[src/rtl/lfsr_pkg.sv]
// lfsr_pkg: shared types, XAPP052 maximal-length tap table
// and length-mask helper for the LFSR engine.
package lfsr_pkg;

  typedef enum logic {
    FIBONACCI = 1'b0,
    GALOIS    = 1'b1
  } lfsr_mode_e;

  typedef enum logic [1:0] {
    UNCONF = 2'd0,
    HOLD   = 2'd1,
    RUN    = 2'd2
  } lfsr_state_e;

  // Tap i sets mask bit i-1; a zero argument means no tap.
  function automatic logic [63:0] tm(
    input int a, input int b, input int c, input int d
  );
    logic [63:0] m;
    m = '0;
    if (a > 0) m = m | (64'd1 << (a - 1));
    if (b > 0) m = m | (64'd1 << (b - 1));
    if (c > 0) m = m | (64'd1 << (c - 1));
    if (d > 0) m = m | (64'd1 << (d - 1));
    return m;
  endfunction

  localparam logic [63:0] TAP_TABLE [2:63] = '{
    tm( 2,  1,  0,  0), tm( 3,  2,  0,  0),
    tm( 4,  3,  0,  0), tm( 5,  3,  0,  0),
    tm( 6,  5,  0,  0), tm( 7,  6,  0,  0),
    tm( 8,  6,  5,  4), tm( 9,  5,  0,  0),
    tm(10,  7,  0,  0), tm(11,  9,  0,  0),
    tm(12,  6,  4,  1), tm(13,  4,  3,  1),
    tm(14,  5,  3,  1), tm(15, 14,  0,  0),
    tm(16, 15, 13,  4), tm(17, 14,  0,  0),
    tm(18, 11,  0,  0), tm(19,  6,  2,  1),
    tm(20, 17,  0,  0), tm(21, 19,  0,  0),
    tm(22, 21,  0,  0), tm(23, 18,  0,  0),
    tm(24, 23, 22, 17), tm(25, 22,  0,  0),
    tm(26,  6,  2,  1), tm(27,  5,  2,  1),
    tm(28, 25,  0,  0), tm(29, 27,  0,  0),
    tm(30,  6,  4,  1), tm(31, 28,  0,  0),
    tm(32, 22,  2,  1), tm(33, 20,  0,  0),
    tm(34, 27,  2,  1), tm(35, 33,  0,  0),
    tm(36, 25,  0,  0),
    tm(37,  5,  4,  3) | tm(2, 1, 0, 0),
    tm(38,  6,  5,  1), tm(39, 35,  0,  0),
    tm(40, 38, 21, 19), tm(41, 38,  0,  0),
    tm(42, 41, 20, 19), tm(43, 42, 38, 37),
    tm(44, 43, 18, 17), tm(45, 44, 42, 41),
    tm(46, 45, 26, 25), tm(47, 42,  0,  0),
    tm(48, 47, 21, 20), tm(49, 40,  0,  0),
    tm(50, 49, 24, 23), tm(51, 50, 36, 35),
    tm(52, 49,  0,  0), tm(53, 52, 38, 37),
    tm(54, 53, 18, 17), tm(55, 31,  0,  0),
    tm(56, 55, 35, 34), tm(57, 50,  0,  0),
    tm(58, 39,  0,  0), tm(59, 58, 38, 37),
    tm(60, 59,  0,  0), tm(61, 60, 46, 45),
    tm(62, 61,  6,  5), tm(63, 62,  0,  0)
  };

  function automatic logic [63:0] len_mask(input int n);
    return (64'd1 << n) - 64'd1;
  endfunction

endpackage

[src/rtl/lfsr_engine_mask_rom.sv]
// lfsr_mask_rom: maps a register length to its tap mask
// and flags whether the length is supported.
module lfsr_mask_rom
  import lfsr_pkg::*;
#(
  parameter int MAX_LEN = 34,
  parameter int LEN_W   = 6
) (
  input  logic [LEN_W-1:0]   len,
  output logic [MAX_LEN-1:0] mask,
  output logic               legal
);

  logic [5:0] idx;

  always_comb begin
    idx   = 6'(len);
    legal = (len >= LEN_W'(2)) &&
            (len <= LEN_W'(MAX_LEN));
    mask  = '0;
    if (legal) mask = MAX_LEN'(TAP_TABLE[idx]);
  end

endmodule

[src/rtl/lfsr_engine.sv]
// lfsr_engine: runtime-configurable Fibonacci/Galois LFSR
// with seed load, step/run control and period measurement.
module lfsr_engine
  import lfsr_pkg::*;
#(
  parameter int MAX_LEN = 34,
  parameter int LEN_W   = 6
) (
  input  logic               clk,
  input  logic               rst,
  input  logic               cfg_wr,
  input  logic [LEN_W-1:0]   cfg_len,
  input  logic               cfg_mode,
  input  logic [MAX_LEN-1:0] cfg_seed,
  input  logic               run,
  input  logic               step,
  output logic [MAX_LEN-1:0] lfsr_value,
  output logic               lfsr_bit,
  output logic               value_valid,
  output logic               cfg_err,
  output logic               seed_fixed,
  output logic               period_pulse,
  output logic [MAX_LEN:0]   period_len
);

  localparam int CW = MAX_LEN + 1;

  lfsr_state_e        st_q, st_d;
  lfsr_mode_e         mode_q, mode_d;
  logic [MAX_LEN-1:0] val_q, val_d;
  logic [MAX_LEN-1:0] ref_q, ref_d;
  logic [MAX_LEN-1:0] mask_q, mask_d;
  logic [MAX_LEN-1:0] lmask_q, lmask_d;
  logic [MAX_LEN-1:0] topb_q, topb_d;
  logic [CW-1:0]      cnt_q, cnt_d;
  logic [CW-1:0]      plen_q, plen_d;
  logic               err_q, err_d;
  logic               fix_q, fix_d;
  logic               pulse_q, pulse_d;

  logic [MAX_LEN-1:0] rom_mask;
  logic               rom_legal;
  logic [MAX_LEN-1:0] cfg_lmask;
  logic [MAX_LEN-1:0] seed_m;
  logic [MAX_LEN-1:0] fib_n, gal_n, nxt;
  logic [CW-1:0]      cnt_inc;
  logic               fb, msb, adv;

  lfsr_mask_rom #(
    .MAX_LEN(MAX_LEN),
    .LEN_W  (LEN_W)
  ) u_rom (
    .len  (cfg_len),
    .mask (rom_mask),
    .legal(rom_legal)
  );

  always_comb begin
    cfg_lmask = MAX_LEN'(len_mask(int'(cfg_len)));
    seed_m    = cfg_seed & cfg_lmask;
    fb        = ^(val_q & mask_q);
    msb       = |(val_q & topb_q);
    fib_n     = ((val_q << 1) | MAX_LEN'(fb)) & lmask_q;
    gal_n     = ((val_q << 1) ^
                 (msb ? ((mask_q << 1) | MAX_LEN'(1)) : '0))
                & lmask_q;
    nxt       = (mode_q == GALOIS) ? gal_n : fib_n;
    adv       = (st_q != UNCONF) && (run || step);
    cnt_inc   = (&cnt_q) ? cnt_q : cnt_q + CW'(1);

    st_d    = st_q;
    mode_d  = mode_q;
    val_d   = val_q;
    ref_d   = ref_q;
    mask_d  = mask_q;
    lmask_d = lmask_q;
    topb_d  = topb_q;
    cnt_d   = cnt_q;
    plen_d  = plen_q;
    err_d   = err_q;
    fix_d   = fix_q;
    pulse_d = 1'b0;

    if (cfg_wr) begin
      cnt_d = '0;
      if (rom_legal) begin
        st_d    = HOLD;
        mode_d  = lfsr_mode_e'(cfg_mode);
        mask_d  = rom_mask;
        lmask_d = cfg_lmask;
        topb_d  = cfg_lmask ^ (cfg_lmask >> 1);
        err_d   = 1'b0;
        fix_d   = (seed_m == '0);
        val_d   = fix_d ? MAX_LEN'(1) : seed_m;
        ref_d   = val_d;
      end else begin
        st_d  = UNCONF;
        err_d = 1'b1;
        val_d = '0;
      end
    end else if (st_q != UNCONF && val_q == '0) begin
      // Lockup recovery behaves like a fresh load of 1.
      val_d = MAX_LEN'(1);
      ref_d = MAX_LEN'(1);
      fix_d = 1'b1;
      cnt_d = '0;
    end else if (adv) begin
      st_d  = run ? RUN : HOLD;
      val_d = nxt;
      if (nxt == ref_q) begin
        pulse_d = 1'b1;
        plen_d  = cnt_inc;
        cnt_d   = '0;
      end else begin
        cnt_d = cnt_inc;
      end
    end else if (st_q == RUN) begin
      st_d = HOLD;
    end
  end

  always_ff @(posedge clk) begin
    if (rst) begin
      st_q    <= UNCONF;
      mode_q  <= FIBONACCI;
      val_q   <= '0;
      ref_q   <= '0;
      mask_q  <= '0;
      lmask_q <= '0;
      topb_q  <= '0;
      cnt_q   <= '0;
      plen_q  <= '0;
      err_q   <= 1'b0;
      fix_q   <= 1'b0;
      pulse_q <= 1'b0;
    end else begin
      st_q    <= st_d;
      mode_q  <= mode_d;
      val_q   <= val_d;
      ref_q   <= ref_d;
      mask_q  <= mask_d;
      lmask_q <= lmask_d;
      topb_q  <= topb_d;
      cnt_q   <= cnt_d;
      plen_q  <= plen_d;
      err_q   <= err_d;
      fix_q   <= fix_d;
      pulse_q <= pulse_d;
    end
  end

  assign lfsr_value   = val_q;
  assign lfsr_bit     = |(val_q & topb_q);
  assign value_valid  = (st_q != UNCONF) && (|val_q);
  assign cfg_err      = err_q;
  assign seed_fixed   = fix_q;
  assign period_pulse = pulse_q;
  assign period_len   = plen_q;

endmodule

[config.mk]
export PLATFORM = sky130hd
export DESIGN_NAME = lfsr_engine
export DESIGN_NICKNAME = d
export VERILOG_FILES = /design/src/rtl/lfsr_pkg.sv /design/src/rtl/lfsr_engine_mask_rom.sv /design/src/rtl/lfsr_engine.sv
export SDC_FILE = /design/constraint.sdc
export NUM_CORES = 1
export LEC_CHECK = 0
export ABC_CLOCK_PERIOD_IN_PS = 5700
export BUFFER_PORTS_ARGS = -buffer_cell sky130_fd_sc_hd__buf_2
export CAP_MARGIN = 15
export CORE_ASPECT_RATIO = 1.25
export CORE_UTILIZATION = 55
export DETAILED_ROUTE_END_ITERATION = 10
export PLACE_DENSITY_LB_ADDON = 0.12
export REMOVE_ABC_BUFFERS = 1
export SLEW_MARGIN = 20
export SYNTH_ARGS = -nofsm -noshare
export SYNTH_HDL_FRONTEND = slang
export SYNTH_HIERARCHICAL = 1
export SYNTH_SLANG_ARGS = --single-unit
[constraint.sdc]
create_clock -name clk -period 5.7 [get_ports clk]
set_clock_uncertainty 0.2 [all_clocks]
set_input_delay 1.71 -clock clk [delete_from_list [all_inputs] [get_ports clk]]
set_output_delay 1.71 -clock clk [all_outputs]
set_load 0.02 [all_outputs]
==> metrics <==
outcome finished clean; clock sink total 245; core area 26300 um^2; row count 66; setup repair bufs after CTS 0; fin crit share 91.0%; root cell of the clock tree clkbuf_16; Initial Utilization 56.3%; first-pass GRT wire length 89.9 mm; maximum vdd drop 0.259 mV; latest clock arrival within the worst-skew pair 0.55 ns; Routed Antenna Nets 0; CP startpoint kind flip-flop; Power Total 0.00441 W; Seq pwr share 42.8%; final-report hold violation count 0; Power per Cell Area 264 nW/um^2; DIE WIDTH 149 um; Leak Pwr 6.19 nW; GR Overflow Total 0; post-DP HPWL 43.9 mm; H-tree Lvls 1; Clk pin slew, worst setup/hold paths 0.06 ns; initial antenna violation count 1; Yosys top cell area share 33.1%; port bufs 119; cts hold-fix bufs 0; Final TNS setup 0 ns; max-slew violations 0; Tot GR Track Use 43.7%; fin nets 2097; synth unique cells 87; TritonCTS buffer count 26; Setup violations, final 0; post-synthesis sequential area ratio 33.1%; I/O Pins 120; Post-Syn Area 14800 um^2; share of layout cells above drive strength 1 14.5%; initial DRC count 2078; Slew @ Worst Pin 1.23 ns; Comb power frac 18.2%; max frequency 0.193 GHz; most frequent cell after synthesis nand2_1; Hold Path Class reg2reg; Arrival @ worst endpoint 5.43 ns; Avg Inst Size Synth 7.50 um^2; max-cap viol count 0; Psw 0.00136 W; Via density 6.57; RSZ-0062 raised after global routing no; FILL cells 2439; Synth Register Bits 245; Post-synth ARST share 0%; Internal 0.00304 W; crit path kind reg2reg; die footprint 27600 um^2; GPL Wtd Cong 1.05; Switching Fraction 31.0%; DIE HEIGHT 185 um; EDFF count, synth 0; Synth Flop Type dfxtp_1; post-cts resize count 0; DRC 0; Bufs on Longest Clock Path 3; Area growth syn-to-layout 12.8%; CP required 5.94 ns; TritonCTS clock tree yes; Routed WL 60.4 mm; wire per inst 25.2 um; Min Clock Period, post-route 5.19 ns; Worst setup EP type flip-flop; Detailed Routing Iterations Pass 1 6; vias 15800; Area contributors post-synth dfxtp_1 33%, nand2_1 7.3%, a21oi_1 5.9%, nor2_1 5.8%, xnor2_1 5.5%; vias in the first global route 14600; Synth Warn # 6; relative slew slack 17.5%; largest area contributor in the synthesized netlist dfxtp_1; Worst Path Max Fanout 64; pin count of the biggest net entering global routing 96; Post-Synthesis Cells 1974; commonest cells in the netlist 289 x nand2_1, 245 x dfxtp_1, 229 x nor2_1; power share of the clock group 39.0%
==> power by group through the flow <==
stage	Sequential, W	Clock (W)	Combinational, W
2_1_floorplan	0.00191	0	0.000388
3_3_place_gp	0.00191	0	0.000766
5_1_grt	0.00189	0.00179	0.000847
3_5_place_dp	0.00191	0	0.000767
6_report	0.00188	0.00172	0.000801
4_1_cts	0.00188	0.00171	0.000771
==> routing by layer <==
| metal | global-route usage (%) | wire, um | vias to the layer above |
|---|---|---|---|
| li1 | - | - | 7120 |
| met3 | 8.10 | 5760 | 272 |
| met1 | 51.4 | 22100 | 7396 |
| met4 | 32.7 | 5330 | 0 |
| met2 | 70.8 | 27300 | 982 |
| met5 | 0 | 0 | - |
==> flip-flops by register name (all words and copies together) (netlist names) <==
name and flops:
mask_q 34, mode_q 1, period_pulse 1, cfg_err 1, cnt_q 35, lfsr_value 34
st_q 2, seed_fixed 1, ref_q 34, topb_q 33, lmask_q 34, period_len 35
==> stage by stage <==
step / instance area [um^2] / setup slack, ns / hold slack [ns] / utilization [%] / instances
floorplan: 14200 / -1.93 / 0.226 / - / 1825
global placement: 15800 / 0.577 / 0.245 / 60.3 / 2356
detailed placement: 15800 / 0.472 / 0.252 / 60.3 / 2356
CTS: 16700 / 0.897 / 0.263 / 63.5 / 2401
global route: 16700 / 0.593 / 0.303 / 63.5 / 2401
finish: 16700 / 0.515 / 0.266 / 63.6 / 2402
==> worst max-delay path, cell delays in order, from the launching register on <==
cell and delay, ns:
dfxtp_1 0.46, a22oi_1 0.54, nand3_1 0.24, nor3_4 0.47, and3_1 0.32, inv_2 0.14
o21ai_0 0.33, a22oi_1 0.17, a2111oi_1 0.87, buf_4 0.24, nand4_2 0.17, nor3_4 0.24
buf_12 0.31, nor2_1 0.09, a311oi_1 0.25
==> cell usage in the layout, fill, tap and decap left out, drive strengths merged, types with 34 or more instances in the layout <==
| master | netlist | final |
|---|---|---|
| a211oi | 73 | 73 |
| a21oi | 175 | 175 |
| buf | 55 | 191 |
| clkbuf | 94 | 35 |
| dfxtp | 245 | 245 |
| inv | 48 | 49 |
| nand2 | 289 | 289 |
| nand3 | 54 | 54 |
| nor2 | 229 | 229 |
| nor2b | 34 | 34 |
| nor3 | 45 | 45 |
| o21ai | 95 | 95 |
| xnor2 | 93 | 93 |
| xor2 | 44 | 44 |
==> path summary, 6_finish.rpt <==
| kind | startpoint | end | slack (ns) | depth (start not counted) |
|---|---|---|---|---|
| min reg2reg | mask_q[33] | mask_q[33] | 0.27 | 2 |
| max | lfsr_value[3] | period_len[11] | 0.51 | 14 |
| min | mask_q[33] | mask_q[33] | 0.27 | 2 |
| max reg2reg | lfsr_value[3] | period_len[11] | 0.51 | 14 |
==> logic make-up after synthesis <==
family	synth area share [%]
AND/OR/NAND/NOR	26.9
AO/OA/AOI/OAI	24.1
flip-flops	33.1
buffers and inverters	5.55
XOR/XNOR	8.26
multiplexers	1.39
adder cells (fa/ha/maj)	0.660
==> layout make-up <==
cell class                 instances  area [um^2]  area share [%]
antenna                            1         2.50          0.0150
clock buffer                      35          736            4.41
clock inverter                    10          113           0.675
inverter                          48          180            1.08
multi-input combinational       1532         9110            54.6
sequential                       245         4900            29.4
tap                              340          425            2.55
timing repair buffer             191         1220            7.29
Power figures use the tool's default switching activity.
